===== src/rtl/mips_pkg.sv =====
// rtl/mips_pkg.sv - shared opcode, ALU, mux-select and control state definitions
package mips_pkg;

    localparam logic [5:0] OP_ADD   = 6'h00;
    localparam logic [5:0] OP_SLLI  = 6'h01;
    localparam logic [5:0] OP_J     = 6'h02;
    localparam logic [5:0] OP_JAL   = 6'h03;
    localparam logic [5:0] OP_LW    = 6'h04;
    localparam logic [5:0] OP_SW    = 6'h05;
    localparam logic [5:0] OP_BEQ   = 6'h06;
    localparam logic [5:0] OP_ADDI  = 6'h07;
    localparam logic [5:0] OP_SLTI  = 6'h08;
    localparam logic [5:0] OP_SLTIU = 6'h09;
    localparam logic [5:0] OP_ORI   = 6'h0A;
    localparam logic [5:0] OP_XORI  = 6'h0B;

    localparam logic [3:0] ALU_FUNCT = 4'b0000;
    localparam logic [3:0] ALU_SUB   = 4'b0001;
    localparam logic [3:0] ALU_SLL   = 4'b0010;
    localparam logic [3:0] ALU_ADD   = 4'b0011;
    localparam logic [3:0] ALU_OR    = 4'b0101;
    localparam logic [3:0] ALU_XOR   = 4'b0110;
    localparam logic [3:0] ALU_SLT   = 4'b0111;
    localparam logic [3:0] ALU_SLTU  = 4'b1000;

    localparam logic [1:0] PCSRC_ALU    = 2'b00;
    localparam logic [1:0] PCSRC_ALUOUT = 2'b01;
    localparam logic [1:0] PCSRC_JUMP   = 2'b10;

    localparam logic [1:0] REGDST_RT  = 2'b00;
    localparam logic [1:0] REGDST_RD  = 2'b01;
    localparam logic [1:0] REGDST_R31 = 2'b10;

    localparam logic [1:0] M2R_ALUOUT = 2'b00;
    localparam logic [1:0] M2R_MDR    = 2'b01;
    localparam logic [1:0] M2R_PC     = 2'b10;

    localparam logic       SRCA_PC  = 1'b0;
    localparam logic       SRCA_REG = 1'b1;

    localparam logic [1:0] SRCB_REG     = 2'b00;
    localparam logic [1:0] SRCB_FOUR    = 2'b01;
    localparam logic [1:0] SRCB_IMM     = 2'b10;
    localparam logic [1:0] SRCB_IMM_SH2 = 2'b11;

    typedef enum logic [3:0] {
        ST_FETCH    = 4'd0,
        ST_DECODE   = 4'd1,
        ST_EXEC_R   = 4'd2,
        ST_EXEC_I   = 4'd3,
        ST_MEM_ADDR = 4'd4,
        ST_MEM_RD   = 4'd5,
        ST_MEM_WR   = 4'd6,
        ST_WB_ALU   = 4'd7,
        ST_WB_MEM   = 4'd8,
        ST_BRANCH   = 4'd9,
        ST_JUMP     = 4'd10,
        ST_FAULT    = 4'd11
    } state_t;

    typedef enum logic [2:0] {
        CLS_R       = 3'd0,
        CLS_I       = 3'd1,
        CLS_MEM     = 3'd2,
        CLS_BRANCH  = 3'd3,
        CLS_JUMP    = 3'd4,
        CLS_ILLEGAL = 3'd5
    } opclass_t;

endpackage


===== src/rtl/mc_control_if.sv =====
// rtl/mc_control_if.sv - control/datapath/memory signal bundle for the multicycle controller
interface mc_control_if;
    logic [5:0] opcode;
    logic       zero;
    logic       mem_ready;
    logic       mem_req;
    logic       mem_we;
    logic       iord;
    logic       ir_write;
    logic       pc_write;
    logic [1:0] pc_src;
    logic       reg_write;
    logic [1:0] reg_dst;
    logic [1:0] mem_to_reg;
    logic       alu_src_a;
    logic [1:0] alu_src_b;
    logic [3:0] alu_op;
    logic       sign_or_zero;
    logic       instr_done;
    logic       illegal_op;
    logic       mem_fault;

    modport master (
        input  opcode, zero, mem_ready,
        output mem_req, mem_we, iord, ir_write, pc_write, pc_src, reg_write, reg_dst,
               mem_to_reg, alu_src_a, alu_src_b, alu_op, sign_or_zero, instr_done,
               illegal_op, mem_fault
    );

    modport slave (
        output opcode, zero, mem_ready,
        input  mem_req, mem_we, iord, ir_write, pc_write, pc_src, reg_write, reg_dst,
               mem_to_reg, alu_src_a, alu_src_b, alu_op, sign_or_zero, instr_done,
               illegal_op, mem_fault
    );
endinterface


===== src/rtl/mc_opclass_dec.sv =====
// rtl/mc_opclass_dec.sv - opcode to instruction class, I-type ALU op and extension mode
module mc_opclass_dec
    import mips_pkg::*;
(
    input  logic [5:0] opcode,
    output opclass_t   opclass,
    output logic [3:0] alu_op_i,
    output logic       sign_or_zero_i
);

    always_comb begin
        opclass        = CLS_ILLEGAL;
        alu_op_i       = ALU_ADD;
        sign_or_zero_i = 1'b1;
        case (opcode)
            OP_ADD:   opclass = CLS_R;
            OP_SLLI:  begin opclass = CLS_I; alu_op_i = ALU_SLL;  sign_or_zero_i = 1'b0; end
            OP_ADDI:  begin opclass = CLS_I; alu_op_i = ALU_ADD;  end
            OP_SLTI:  begin opclass = CLS_I; alu_op_i = ALU_SLT;  end
            OP_SLTIU: begin opclass = CLS_I; alu_op_i = ALU_SLTU; end
            OP_ORI:   begin opclass = CLS_I; alu_op_i = ALU_OR;   sign_or_zero_i = 1'b0; end
            OP_XORI:  begin opclass = CLS_I; alu_op_i = ALU_XOR;  sign_or_zero_i = 1'b0; end
            OP_LW, OP_SW: opclass = CLS_MEM;
            OP_BEQ:       opclass = CLS_BRANCH;
            OP_J, OP_JAL: opclass = CLS_JUMP;
            default:      opclass = CLS_ILLEGAL;
        endcase
    end

endmodule


===== src/rtl/mc_control.sv =====
// rtl/mc_control.sv - multicycle MIPS-subset control FSM with memory handshake and timeout
module mc_control
    import mips_pkg::*;
#(
    parameter int MEM_TIMEOUT = 15,
    parameter int STATE_W     = 4
) (
    input  logic               clk,
    input  logic               reset,
    mc_control_if.master       cif,
    output logic [STATE_W-1:0] state
);

    localparam int CNT_W = (MEM_TIMEOUT > 1) ? $clog2(MEM_TIMEOUT) : 1;

    state_t           st;
    logic [5:0]       op_q;
    logic [CNT_W-1:0] wait_cnt;
    logic             fault_q;
    logic [5:0]       dec_op;
    opclass_t         dec_cls;
    logic [3:0]       dec_alu_op;
    logic             dec_sign;
    logic             in_mem_st;
    logic             tmo_hit;

    // IR opcode is used live in DECODE and from the latched copy afterwards
    assign dec_op = (st == ST_DECODE) ? cif.opcode : op_q;

    mc_opclass_dec u_dec (
        .opcode         (dec_op),
        .opclass        (dec_cls),
        .alu_op_i       (dec_alu_op),
        .sign_or_zero_i (dec_sign)
    );

    assign in_mem_st = (st == ST_FETCH) || (st == ST_MEM_RD) || (st == ST_MEM_WR);
    // Fault on the MEM_TIMEOUT-th consecutive wait cycle of one access
    assign tmo_hit   = (MEM_TIMEOUT != 0) && (wait_cnt == CNT_W'(MEM_TIMEOUT - 1));

    always_ff @(posedge clk) begin
        if (reset) begin
            st       <= ST_FETCH;
            op_q     <= '0;
            wait_cnt <= '0;
            fault_q  <= 1'b0;
        end else if (in_mem_st && !cif.mem_ready) begin
            if (tmo_hit) begin
                st      <= ST_FAULT;
                fault_q <= 1'b1;
            end else if (MEM_TIMEOUT != 0) begin
                wait_cnt <= wait_cnt + CNT_W'(1);
            end
        end else begin
            wait_cnt <= '0;
            case (st)
                ST_FETCH:  st <= ST_DECODE;
                ST_DECODE: begin
                    op_q <= cif.opcode;
                    case (dec_cls)
                        CLS_R:      st <= ST_EXEC_R;
                        CLS_I:      st <= ST_EXEC_I;
                        CLS_MEM:    st <= ST_MEM_ADDR;
                        CLS_BRANCH: st <= ST_BRANCH;
                        CLS_JUMP:   st <= ST_JUMP;
                        default:    st <= ST_FETCH;
                    endcase
                end
                ST_EXEC_R, ST_EXEC_I: st <= ST_WB_ALU;
                ST_MEM_ADDR: st <= (op_q == OP_LW) ? ST_MEM_RD : ST_MEM_WR;
                ST_MEM_RD:   st <= ST_WB_MEM;
                ST_FAULT:    st <= ST_FAULT;
                default:     st <= ST_FETCH;
            endcase
        end
    end

    always_comb begin
        cif.mem_req      = 1'b0;
        cif.mem_we       = 1'b0;
        cif.iord         = 1'b0;
        cif.ir_write     = 1'b0;
        cif.pc_write     = 1'b0;
        cif.pc_src       = PCSRC_ALU;
        cif.reg_write    = 1'b0;
        cif.reg_dst      = REGDST_RT;
        cif.mem_to_reg   = M2R_ALUOUT;
        cif.alu_src_a    = SRCA_PC;
        cif.alu_src_b    = SRCB_REG;
        cif.alu_op       = ALU_FUNCT;
        cif.sign_or_zero = 1'b1;
        cif.instr_done   = 1'b0;
        cif.illegal_op   = 1'b0;
        if (!reset) begin
            case (st)
                ST_FETCH: begin
                    cif.mem_req   = 1'b1;
                    cif.alu_src_b = SRCB_FOUR;
                    cif.alu_op    = ALU_ADD;
                    cif.ir_write  = cif.mem_ready;
                    cif.pc_write  = cif.mem_ready;
                end
                ST_DECODE: begin
                    cif.alu_src_b = SRCB_IMM_SH2;
                    cif.alu_op    = ALU_ADD;
                    if (dec_cls == CLS_ILLEGAL) begin
                        cif.illegal_op = 1'b1;
                        cif.instr_done = 1'b1;
                    end
                end
                ST_EXEC_R: cif.alu_src_a = SRCA_REG;
                ST_EXEC_I: begin
                    cif.alu_src_a    = SRCA_REG;
                    cif.alu_src_b    = SRCB_IMM;
                    cif.alu_op       = dec_alu_op;
                    cif.sign_or_zero = dec_sign;
                end
                ST_MEM_ADDR: begin
                    cif.alu_src_a = SRCA_REG;
                    cif.alu_src_b = SRCB_IMM;
                    cif.alu_op    = ALU_ADD;
                end
                ST_MEM_RD: begin
                    cif.mem_req = 1'b1;
                    cif.iord    = 1'b1;
                end
                ST_MEM_WR: begin
                    cif.mem_req    = 1'b1;
                    cif.mem_we     = 1'b1;
                    cif.iord       = 1'b1;
                    cif.instr_done = cif.mem_ready;
                end
                ST_WB_ALU: begin
                    cif.reg_write  = 1'b1;
                    cif.reg_dst    = (dec_cls == CLS_R) ? REGDST_RD : REGDST_RT;
                    cif.instr_done = 1'b1;
                end
                ST_WB_MEM: begin
                    cif.reg_write  = 1'b1;
                    cif.mem_to_reg = M2R_MDR;
                    cif.instr_done = 1'b1;
                end
                ST_BRANCH: begin
                    cif.alu_src_a  = SRCA_REG;
                    cif.alu_op     = ALU_SUB;
                    cif.pc_src     = PCSRC_ALUOUT;
                    cif.pc_write   = cif.zero;
                    cif.instr_done = 1'b1;
                end
                ST_JUMP: begin
                    cif.pc_write   = 1'b1;
                    cif.pc_src     = PCSRC_JUMP;
                    cif.instr_done = 1'b1;
                    if (op_q == OP_JAL) begin
                        cif.reg_write  = 1'b1;
                        cif.reg_dst    = REGDST_R31;
                        cif.mem_to_reg = M2R_PC;
                    end
                end
                ST_FAULT: cif.sign_or_zero = 1'b0;
                default: ;
            endcase
        end
    end

    assign cif.mem_fault = fault_q;
    assign state         = STATE_W'(st);

endmodule

===== src/flat_wrapper.sv =====
// flat-port wrapper written by rule: the top's interface ports become plain ports
module mc_control_flat import mips_pkg::*;
#(
    parameter int MEM_TIMEOUT = 15,
    parameter int STATE_W     = 4
)
  (clk, reset, state, cif_opcode, cif_zero, cif_mem_ready, cif_mem_req, cif_mem_we, cif_iord, cif_ir_write, cif_pc_write, cif_pc_src, cif_reg_write, cif_reg_dst, cif_mem_to_reg, cif_alu_src_a, cif_alu_src_b, cif_alu_op, cif_sign_or_zero, cif_instr_done, cif_illegal_op, cif_mem_fault);
  mc_control_if cif_i ();
  input  logic clk;
  input  logic reset;
  output logic [STATE_W-1:0] state;
  input wire logic [$bits(cif_i.opcode)-1:0] cif_opcode;
  input wire logic [$bits(cif_i.zero)-1:0] cif_zero;
  input wire logic [$bits(cif_i.mem_ready)-1:0] cif_mem_ready;
  output wire logic [$bits(cif_i.mem_req)-1:0] cif_mem_req;
  output wire logic [$bits(cif_i.mem_we)-1:0] cif_mem_we;
  output wire logic [$bits(cif_i.iord)-1:0] cif_iord;
  output wire logic [$bits(cif_i.ir_write)-1:0] cif_ir_write;
  output wire logic [$bits(cif_i.pc_write)-1:0] cif_pc_write;
  output wire logic [$bits(cif_i.pc_src)-1:0] cif_pc_src;
  output wire logic [$bits(cif_i.reg_write)-1:0] cif_reg_write;
  output wire logic [$bits(cif_i.reg_dst)-1:0] cif_reg_dst;
  output wire logic [$bits(cif_i.mem_to_reg)-1:0] cif_mem_to_reg;
  output wire logic [$bits(cif_i.alu_src_a)-1:0] cif_alu_src_a;
  output wire logic [$bits(cif_i.alu_src_b)-1:0] cif_alu_src_b;
  output wire logic [$bits(cif_i.alu_op)-1:0] cif_alu_op;
  output wire logic [$bits(cif_i.sign_or_zero)-1:0] cif_sign_or_zero;
  output wire logic [$bits(cif_i.instr_done)-1:0] cif_instr_done;
  output wire logic [$bits(cif_i.illegal_op)-1:0] cif_illegal_op;
  output wire logic [$bits(cif_i.mem_fault)-1:0] cif_mem_fault;
  assign cif_i.opcode = cif_opcode;
  assign cif_i.zero = cif_zero;
  assign cif_i.mem_ready = cif_mem_ready;
  assign cif_mem_req = cif_i.mem_req;
  assign cif_mem_we = cif_i.mem_we;
  assign cif_iord = cif_i.iord;
  assign cif_ir_write = cif_i.ir_write;
  assign cif_pc_write = cif_i.pc_write;
  assign cif_pc_src = cif_i.pc_src;
  assign cif_reg_write = cif_i.reg_write;
  assign cif_reg_dst = cif_i.reg_dst;
  assign cif_mem_to_reg = cif_i.mem_to_reg;
  assign cif_alu_src_a = cif_i.alu_src_a;
  assign cif_alu_src_b = cif_i.alu_src_b;
  assign cif_alu_op = cif_i.alu_op;
  assign cif_sign_or_zero = cif_i.sign_or_zero;
  assign cif_instr_done = cif_i.instr_done;
  assign cif_illegal_op = cif_i.illegal_op;
  assign cif_mem_fault = cif_i.mem_fault;
  mc_control #(.MEM_TIMEOUT(MEM_TIMEOUT), .STATE_W(STATE_W)) u_core (.clk(clk), .reset(reset), .cif(cif_i), .state(state));
endmodule

===== config.mk =====
export PLATFORM = sky130hd
export DESIGN_NAME = mc_control_flat
export DESIGN_NICKNAME = d
export VERILOG_FILES = /design/src/rtl/mips_pkg.sv /design/src/rtl/mc_control_if.sv /design/src/rtl/mc_opclass_dec.sv /design/src/rtl/mc_control.sv /design/src/flat_wrapper.sv
export SDC_FILE = /design/constraint.sdc
export NUM_CORES = 1
export LEC_CHECK = 0
export ABC_AREA = 1
export BUFFER_PORTS_ARGS = -buffer_cell sky130_fd_sc_hd__buf_2
export CAP_MARGIN = 10
export CORE_MARGIN = 8
export CORE_UTILIZATION = 47
export DETAILED_ROUTE_END_ITERATION = 16
export GPL_ROUTABILITY_DRIVEN = 0
export MAX_ROUTING_LAYER = met4
export PLACE_DENSITY = 0.7
export SETUP_SLACK_MARGIN = 0.1
export SYNTH_ARGS = -nofsm -noshare
export SYNTH_HDL_FRONTEND = slang
export SYNTH_SLANG_ARGS = --single-unit
export TNS_END_PERCENT = 30

===== constraint.sdc =====
create_clock -name clk -period 2.4 [get_ports clk]
set_input_delay 0.48 -clock clk [delete_from_list [all_inputs] [get_ports clk]]
set_output_delay 0.48 -clock clk [all_outputs]
set_load 0.1 [all_outputs]

==> impl_metrics.csv, run 1 <==
group,metric,value,unit
layout,layout-area-overhead-vs-synth,66.6,%
drt,vias_per_cell,5.57,
sta,final_min_period_over_clock_period,106,%
drt,vias_after_detailed_routing,1570,
synth,synth.top_cell.area_share,24.5,%
layout,instances_no_fill,282,
clock_network,cts_tree,"done",
sta,period_needed,2.56,ns
synth,synth_top_cells_by_area,"sky130_fd_sc_hd__dfxtp_1 (24%), sky130_fd_sc_hd__nand2_1 (10%), sky130_fd_sc_hd__nor2_1 (8.6%)",
sta,final.setup.worst_slack,-0.155,ns
synth,ys_dominant_reg_cell,"sky130_fd_sc_hd__dfxtp_1",
pwr,irDropWorstVdd,1720,uV
die,width_of_the_die,67.1,um
status,violations_in_the_final_reports,"negative setup slack",
sta,grt_setup_unrepaired,"yes",
synth,async_flop_share,0,%
synth,syn_area,0.00123,mm^2
synth,synth_seq_area_share,24.5,%
pwr,power_density,1550,mW/mm^2
global_routing,initial_antenna_violation_count,0,
clock_network,clock_sinks,15,
placed_design,post-place-ws,0.115,ns
sta,setup_viol_count_final,7,
die,dieArea,0.00450,mm^2
flow_run,maxCapViolCount,0,
setup_path,critical_path_arrival,2.08,ns
status,outcome,"finished with violations",
layout,insertedDiodeCount,0,
die,die_height,67.1,um
placed_design,placed_instances,259,
setup_path,worst_setup_path_startpoint,"u_core.state[2]",
synth,syn_nets,205,
global_routing,wire_length_of_the_first_global_routing_pass,6510,um
synth,synth_area_leader_cell,"sky130_fd_sc_hd__dfxtp_1",
synth,synth_enable_flop_cells,0,
setup_path,timing.critical_path.buf_inv,1,
die,placement_rows,18,
synth,post-synth-top-count-cell,"sky130_fd_sc_hd__nand2_1",
layout,num-nets-final,265,
min_path,hold_start,"cif_opcode[5]",
die,starting_utilization_of_the_core_area,49.5,%
synth,synth_cells,193,
drt,route.detailed.drc,0,
die,coreArea,0.00248,mm^2
drt,ant_nets,0,
setup_path,timing.critical_path.required,1.92,ns
drt,post_drt_wl_per_cell,15.7,um
global_routing,global_route.usage.total,18.6,%
synth,synth_area_per_cell,6.36,um^2
synth,synth-seq-cells,15,
clock_network,clk-insertion-delay-late,0.29,ns
sta,worst_slew_margin_rel,67.2,%
sta,final-max-slew-violation-count,0,
clock_network,clk_transition_reported_paths,0.09,ns
sta,hold_viol,0,
drt,first_pass_iters,5,
clock_network,cts_buffers,3,
global_routing,maximum_number_of_pins_on_one_net_before_global_route_repair,15,
layout,final_util,82.5,%
global_routing,first_global_vias,1488,
layout,post_route_cells_drive_above_1_share,50.0,%
sta,tightest_slew,0.496,ns
clock_network,clock-root-buffer,"sky130_fd_sc_hd__clkbuf_4",
setup_path,path_delay_family,"simple AND/OR/NAND/NOR gates",
min_path,hold_path.class,"in -> reg",
setup_path,critPathLaunchType,"flop",
sta,skew,0.00656,ns
setup_path,cp_cell_sequence,"nor2_4, nand2_4, nand2_4, nand2_4, nor2_8, nand3_4, o211ai_1, a21oi_4, buf_12",
clock_network,cts_stage_hold_buffer_count,0,
placed_design,portBuffers,36,
setup_path,endpoint_kind,"primary output",
sta,finalHoldWorstSlack,0.504,ns
die,number_of_top_level_pins,37,
pwr,cellLeakagePower,0.942,nW
global_routing,overflow,0,
clock_network,cts_max_path_buffers,2,
drt,drt_wl_total,4440,um
setup_path,critical_path.reg2reg.startpoint,"u_core.state[2]",
sta,fmax,391,MHz
setup_path,worst_path_largest_cell_delay,0.37,ns
synth,ys_top_cells_by_count,"sky130_fd_sc_hd__nand2_1 (34), sky130_fd_sc_hd__nor2_1 (28), sky130_fd_sc_hd__inv_1 (26)",
synth,synth.yosys.warnings,0,
setup_path,crit_path_max_fanout,7,
setup_path,cpMaxStageDelayCell,"sky130_fd_sc_hd__dfxtp_4",
setup_path,critical_path_class,"reg -> out",
placed_design,dp.final_hpwl,3100,um
drt,first_iter_violations,140,
synth,synth_cell_types,32,
setup_path,path_common_cell,"sky130_fd_sc_hd__nand2_4",
clock_network,clock_tree.htree_level_count,1,
[cell usage in the layout (no fill, tap or decap), drive strengths merged, types with 2 or more instances in the layout]
cell type and n:
a21oi 12, nand2 42, nor2 35, nand3 17
a211oi 2, ha 2, nor3 7, o211ai 3
buf 56, and3 2, inv 30, nand4 7
clkbuf 5, dfxtp 15, o21ai 9, xnor2 2
[state kept, by name, summed over array words and instances, names as in the netlist]
signal	count
u_core.cif.mem_fault	1
u_core.op_q	6
u_core.state	4
u_core.wait_cnt	4
[cell type report]
type | count | area (um^2)
multi-input combinational | 145 | 1030
timing repair buffer | 58 | 517
fill | 151 | 433
sequential | 15 | 315
inverter | 30 | 118
tap | 30 | 37.5
clock buffer | 3 | 22.5
clock inverter | 1 | 5.00
[per-layer routing]
metal,part of all wire [%],global-route usage (%),vias to the layer above,wire length (um)
met5,0,-,-,0
met4,2.7,7.31,0,119
met3,5.8,4.03,14,256
met2,53,31.5,63,2360
met1,38,20.7,739,1700
li1,-,-,754,-
[where the power goes]
part           switching, mW  internal [mW]
registers             0.0849          0.326
clock network         0.0828         0.0619
logic                   1.82          0.795
[worst paths after layout]
kind | end | slack (ns) | depth (start not counted)
setup / recovery | cif_alu_op[0] | -0.16 | 9
hold / removal | u_core.op_q[5] | 0.50 | 3
setup reg to reg | u_core.state[0] | 0.63 | 12
hold reg to reg | u_core.wait_cnt[0] | 0.51 | 2
[stage by stage]
stage,setup TNS [ns],power [mW],instance area [um^2]
2_1_floorplan,-4.64,2.12,1400
3_3_place_gp,0,2.54,1760
3_5_place_dp,0,2.57,1760
4_1_cts,-0.600,2.86,1880
5_1_grt,-1.32,3.32,2040
6_report,-0.547,3.17,2040
[timing repair]
item / 4_1_cts / 5_1_grt
setup buffers: 6 / 12
setup endpoints to repair: 11 / 17
pin swaps: 8 / 8
gates cloned: 1 / 0
gates resized for setup: 11 / 24
[tightest hold or removal path: stages]
cell	delay, ns
sky130_fd_sc_hd__buf_2	0.11
sky130_fd_sc_hd__nand3_2	0.10
sky130_fd_sc_hd__a21oi_1	0.07
[logic make-up after synthesis]
group | count (synthesis) | synth area share [%]
buf+inv | 34 | 11.0
compound gates | 29 | 14.3
fa+ha+maj | 2 | 2.04
flops | 15 | 24.5
simple gates | 111 | 46.8
xor+xnor | 2 | 1.43
(Power assumes the default switching activity.)
==> run 2, diff against run 1 <==
==> constraint.sdc (replaced) <==
create_clock -name clk -period 2.86 [get_ports clk]
set_input_delay 0.572 -clock clk [delete_from_list [all_inputs] [get_ports clk]]
set_output_delay 0.572 -clock clk [all_outputs]
set_load 0.1 [all_outputs]
==> run 2 against run 1 <==
  * Critical path depth increased by 1
  * Highest routed layer unchanged
  * The run now ends clean
  * Register-to-register slack improved by 0.41 ns
  * Hold slack got worse by 0.0062 ns
  * Cell area decreased by 14%
==> impl_metrics.csv, run 2 (synthesized netlist as in run 1, its figures left out) <==
group,metric,value,unit
drt,vias_per_cell,5.37,
setup_path,crit_path_max_fanout,7,
setup_path,regToRegEndpoint,"u_core.state[1]",
setup_path,critical_path_class,"reg -> out",
setup_path,cpMaxStageDelayCell,"sky130_fd_sc_hd__dfxtp_4",
sta,hold_viol,0,
global_routing,global_route.usage.met1,20.2,%
layout,num-nets-final,250,
sta,setup_viol_count_final,0,
global_routing,grtUsageMet2,30.5,%
sta,final.setup.worst_slack,0.145,ns
setup_path,critPathLaunchType,"flop",
sta,final_min_period_over_clock_period,94.9,%
min_path,hold_path.class,"reg -> reg",
clock_network,clock_sinks,15,
global_routing,initial_antenna_violation_count,0,
setup_path,timing.critical_path.buf_inv,2,
sta,final-max-slew-violation-count,0,
layout,area_of_the_multi_input_gates,936,um^2
min_path,whs_path_depth,2,
setup_path,endpoint_kind,"primary output",
global_routing,first_global_vias,1406,
drt,vias_after_detailed_routing,1433,
sta,worst_slew_margin_rel,66.8,%
layout,instances_no_fill,267,
die,number_of_top_level_pins,37,
min_path,hold_path_end,"u_core.op_q[5]",
setup_path,timing.critical_path.required,2.29,ns
drt,drt_wl_total,3850,um
placed_design,dp.final_hpwl,2980,um
clock_network,clock_tree.htree_level_count,1,
sta,tightest_slew,0.501,ns
global_routing,met3_usage,4.70,%
die,dieArea,0.00450,mm^2
setup_path,r2r.worst_path.cells,12,
die,width_of_the_die,67.1,um
sta,period_needed,2.72,ns
layout,layout.cells.most_common,"sky130_fd_sc_hd__nand2_1",
global_routing,maximum_number_of_pins_on_one_net_before_global_route_repair,13,
drt,route.detailed.drc,0,
layout,insertedDiodeCount,0,
setup_path,critical_path_arrival,2.14,ns
layout,mostFrequentLayoutCells,"sky130_fd_sc_hd__nand2_1 (31), sky130_fd_sc_hd__buf_2 (27), sky130_fd_sc_hd__nor2_1 (26)",
clock_network,cts_tree,"done",
layout,fill_cells,215,
clock_network,clk_transition_reported_paths,0.10,ns
placed_design,placed_instances,257,
die,starting_utilization_of_the_core_area,49.5,%
setup_path,critical_path.reg2reg.startpoint,"u_core.state[2]",
layout,final-seq-area,315,um^2
drt,first_iter_violations,153,
drt,first_pass_iters,4,
clock_network,cts_max_path_buffers,2,
clock_network,clk-insertion-delay-late,0.29,ns
sta,grt_setup_unrepaired,"yes",
clock_network,clock-root-buffer,"sky130_fd_sc_hd__clkbuf_4",
die,placement_rows,18,
layout,layout-area-overhead-vs-synth,43.7,%
global_routing,top_usage_layer,"met2",
global_routing,global_route.usage.total,17.8,%
clock_network,cts_stage_hold_buffer_count,0,
setup_path,cp_cell_sequence,"nor2_4, nand2_4, nand2_1, nand2_2, inv_2, nor2_1, o211ai_1, nand4_1, nor3_4, buf_12",
setup_path,path_delay_family,"simple AND/OR/NAND/NOR gates",
status,outcome,"completed",
layout,post_route_cells_drive_above_1_share,40.5,%
layout,largest_register_ffs,6,
setup_path,worst_path_largest_cell_delay,0.38,ns
min_path,hold_start,"u_core.op_q[5]",
drt,post_drt_wl_per_cell,14.4,um
setup_path,path_depth,10,
die,die_height,67.1,um
flow_run,maxCapViolCount,0,
global_routing,overflow,0,
sta,tns,0,ns
placed_design,portBuffers,36,
global_routing,wire_length_of_the_first_global_routing_pass,6220,um
placed_design,post-place-ws,0.392,ns
setup_path,regToRegSetupSlack,1.04,ns
sta,fmax,368,MHz
clock_network,cts_buffers,3,
layout,largest_register,"u_core.op_q",
die,coreArea,0.00248,mm^2
drt,ant_nets,0,
sta,skew,0.00487,ns
## run 2: cell types whose count changed in the layout (fill, tap and decap cells not counted), sizes merged
| cell | delta |
|---|---|
| nor2 | -1 |
| buf | -13 |
| clkbuf | -1 |
## run 2: metal layers
layer	wire length, um	part of all wire (%)
met1	1620	42
met2	1960	51
met4	10	0.26
met5	0	0
met3	251	6.5
## run 2: repair_timing
| action | in CTS | in global routing |
|---|---|---|
| gates resized for setup | 1 | 12 |
| setup endpoints to repair | 3 | 11 |
| hold endpoints to repair | 0 | 0 |
| setup buffers | 0 | 6 |
| pin swaps | 0 | 5 |
## run 2: stage by stage
stage | instance area [um^2] | hold WS [ns] | utilization, %
2_1_floorplan | 1370 | 0.469 | -
3_3_place_gp | 1660 | 0.438 | 66.9
3_5_place_dp | 1660 | 0.473 | 66.9
4_1_cts | 1690 | 0.499 | 68.1
5_1_grt | 1760 | 0.522 | 71.2
6_report | 1760 | 0.498 | 71.2
## run 2: final cells by class
cell class              count  area share, %
clock inverters             1          0.284
flip-flops and latches     15           17.9
multi-input cells         144           53.0
inverters                  30           6.52
clock buffers               3           1.28
well taps                  30           2.13
repair buffers             44           18.9
## run 2: tightest hold or removal path, stage by stage (launching register included)
cell                      delay, ns
sky130_fd_sc_hd__dfxtp_1       0.33
sky130_fd_sc_hd__nand2_2       0.08
sky130_fd_sc_hd__a21oi_1       0.05
## run 2: how the worst max path moves through the flow
stage                     from             end  slack [ns]
2_1_floorplan            reset    cif_ir_write       -0.17
3_3_place_gp     cif_opcode[3]  cif_instr_done        0.43
3_5_place_dp   u_core.state[2]  cif_instr_done        0.39
4_1_cts        u_core.state[2]   cif_alu_op[1]        0.07
5_1_grt        u_core.state[3]  cif_reg_dst[0]        0.01
6_report       u_core.state[3]  cif_reg_dst[0]        0.14
Power of run 2 is not shown: default switching activity piles up to over one toggle a cycle in this logic, so the estimate is an artifact.
==> run 3, diff against run 2 <==
--- a/config.mk
+++ b/config.mk
@@ -8,12 +8,14 @@
 export ABC_AREA = 1
 export BUFFER_PORTS_ARGS = -buffer_cell sky130_fd_sc_hd__buf_2
 export CAP_MARGIN = 10
+export CELL_PAD_IN_SITES_DETAIL_PLACEMENT = 1
+export CELL_PAD_IN_SITES_GLOBAL_PLACEMENT = 1
 export CORE_MARGIN = 8
-export CORE_UTILIZATION = 47
+export CORE_UTILIZATION = 34
 export DETAILED_ROUTE_END_ITERATION = 16
 export GPL_ROUTABILITY_DRIVEN = 0
 export MAX_ROUTING_LAYER = met4
-export PLACE_DENSITY = 0.7
+export PLACE_DENSITY = 0.74
 export SETUP_SLACK_MARGIN = 0.1
 export SYNTH_ARGS = -nofsm -noshare
 export SYNTH_HDL_FRONTEND = slang
==> run 3 against run 2 <==
  * Die area rose by 29%
  * Cell area increased by 11%
  * First-iteration DRC count decreased by 25%
  * Sequential cell count is the same
  * Critical path type unchanged
  * Largest cell class unchanged
==> impl_metrics.csv, run 3 (synthesized netlist as in run 1, its figures left out) <==
group,metric,value,unit
status,outcome,"completed",
layout,num-nets-final,261,
sta,skew,0.00710,ns
sta,worst_slew_margin_rel,66.4,%
placed_design,dp.final_hpwl,3580,um
sta,grt_setup_unrepaired,"yes",
global_routing,overflow,0,
clock_network,cts_tree,"done",
setup_path,timing.critical_path.buf_inv,2,
die,die_height,76.1,um
setup_path,timing.critical_path.required,2.29,ns
clock_network,clk-insertion-delay-late,0.31,ns
setup_path,regToRegSetupSlack,0.85,ns
drt,vias_after_detailed_routing,1536,
flow_run,maxCapViolCount,0,
pwr,cellLeakagePower,0.894,nW
clock_network,cts_buffers,3,
layout,layout.cells.most_common,"sky130_fd_sc_hd__buf_2",
layout,largest_register,"u_core.op_q",
clock_network,cts_max_path_buffers,2,
sta,tightest_slew,0.508,ns
setup_path,regToRegEndpoint,"u_core.state[1]",
clock_network,clock_sinks,15,
clock_network,cts_stage_hold_buffer_count,0,
setup_path,cp_cell_sequence,"nor2_4, buf_6, nand2_8, nand2_4, nand2_4, o211ai_1, nand4_1, nor3_4, buf_12",
sta,period_needed,2.80,ns
sta,final-max-slew-violation-count,0,
setup_path,path_delay_family,"simple AND/OR/NAND/NOR gates",
min_path,whs_path_depth,2,
placed_design,placed_instances,274,
die,width_of_the_die,76.1,um
setup_path,crit_path_max_fanout,8,
setup_path,r2r.worst_path.cells,13,
drt,drt_wl_total,5110,um
layout,fill_cells,472,
setup_path,cpMaxStageDelayCell,"sky130_fd_sc_hd__dfxtp_4",
die,placement_rows,22,
sta,final_min_period_over_clock_period,97.9,%
die,starting_utilization_of_the_core_area,34.3,%
clock_network,clock-root-buffer,"sky130_fd_sc_hd__clkbuf_4",
setup_path,endpoint_kind,"primary output",
layout,layout-area-overhead-vs-synth,59.2,%
setup_path,critPathLaunchType,"flop",
pwr,power_density,1350,mW/mm^2
global_routing,maximum_number_of_pins_on_one_net_before_global_route_repair,13,
setup_path,critical_path_class,"reg -> out",
drt,route.detailed.drc,0,
pwr,irDropWorstVdd,685,uV
layout,largest_register_ffs,6,
sta,final.setup.worst_slack,0.0603,ns
placed_design,portBuffers,36,
global_routing,wire_length_of_the_first_global_routing_pass,7250,um
global_routing,first_global_vias,1520,
global_routing,global_route.usage.total,15.3,%
drt,vias_per_cell,5.19,
setup_path,critical_path.reg2reg.startpoint,"u_core.state[3]",
global_routing,initial_antenna_violation_count,0,
die,coreArea,0.00358,mm^2
layout,insertedDiodeCount,0,
layout,mostFrequentLayoutCells,"sky130_fd_sc_hd__buf_2 (29), sky130_fd_sc_hd__nand2_1 (27), sky130_fd_sc_hd__nor2_1 (25)",
sta,tns,0,ns
min_path,hold_path.class,"reg -> reg",
placed_design,post-place-ws,0.305,ns
drt,first_iter_violations,114,
clock_network,clock_tree.htree_level_count,1,
drt,post_drt_wl_per_cell,17.3,um
sta,fmax,357,MHz
sta,setup_viol_count_final,0,
setup_path,critical_path_arrival,2.23,ns
setup_path,worst_path_largest_cell_delay,0.37,ns
min_path,hold_start,"u_core.cif.mem_fault",
sta,hold_viol,0,
layout,layout.cell_area.non_filler,0.00195,mm^2
placed_design,placement.cell_area,0.00167,mm^2
min_path,hold_path_end,"u_core.cif.mem_fault",
layout,instances_no_fill,296,
layout,post_route_cells_drive_above_1_share,46.8,%
drt,ant_nets,0,
clock_network,clk_transition_reported_paths,0.10,ns
die,number_of_top_level_pins,37,
drt,first_pass_iters,4,
setup_path,path_common_cell,"sky130_fd_sc_hd__nand2_4",
die,dieArea,0.00579,mm^2
==> run 3: cell types whose count changed in the layout (fill, tap and decap cells not counted), sizes merged <==
cell | before | now
clkinvlp | 0 | 1
clkbuf | 4 | 3
buf | 43 | 55
clkinv | 1 | 0
==> run 3: worst max path at each step <==
stage	startpoint	end	slack [ns]	cells past startpoint
6_report	u_core.state[3]	cif_reg_dst[0]	0.06	9
5_1_grt	u_core.state[3]	cif_reg_dst[0]	-0.07	9
4_1_cts	u_core.state[2]	cif_instr_done	0.05	10
3_5_place_dp	u_core.state[2]	cif_alu_op[0]	0.30	10
3_3_place_gp	u_core.state[2]	cif_alu_op[0]	0.39	10
2_1_floorplan	reset	cif_ir_write	-0.17	3
==> run 3: tightest hold or removal path, stage by stage, from the launching register on <==
cell and delay, ns:
sky130_fd_sc_hd__dfxtp_1 0.34, sky130_fd_sc_hd__nand2_1 0.05, sky130_fd_sc_hd__o21ai_0 0.06
==> run 3: power by group <==
| part | switching (mW) | internal, mW | total, mW |
|---|---|---|---|
| clock | 0.0844 | 0.0534 | 0.138 |
| sequential | 0.0693 | 0.273 | 0.342 |
| combinational | 1.54 | 0.617 | 2.15 |
| total | 1.69 | 0.943 | 2.63 |
==> run 3: cell type report <==
cell class                      instances  area (um^2)  share of cell area, %
Sequential cell                        15          315                   16.1
Tap cell                               48         60.1                   3.07
Multi-Input combinational cell        144         1010                   51.5
Timing Repair Buffer                   55          422                   21.6
Clock buffer                            3         22.5                   1.15
Inverter                               30          120                   6.15
Clock inverter                          1         7.51                  0.384
==> run 3: per-stage QoR <==
stage / power, mW / util (%) / hold WS, ns
3_5_place_dp: 2.08 / 46.7 / 0.452
2_1_floorplan: 1.75 / - / 0.469
6_report: 2.63 / 54.6 / 0.470
5_1_grt: 2.78 / 54.6 / 0.521
3_3_place_gp: 2.03 / 46.7 / 0.440
4_1_cts: 2.22 / 47.7 / 0.484
==> run 3: layer usage <==
layer	global-route usage, %	part of all wire (%)	vias to the layer above
met4	3.08	3.0	0
met1	17.1	41	744
met3	3.42	3.6	13
met5	-	0	-
li1	-	-	746
met2	27.1	53	33
==> run 3: repair_timing <==
item,in CTS,in global routing
pin swaps,0,12
setup endpoints to repair,5,8
resized for setup,2,33
setup buffers,0,18
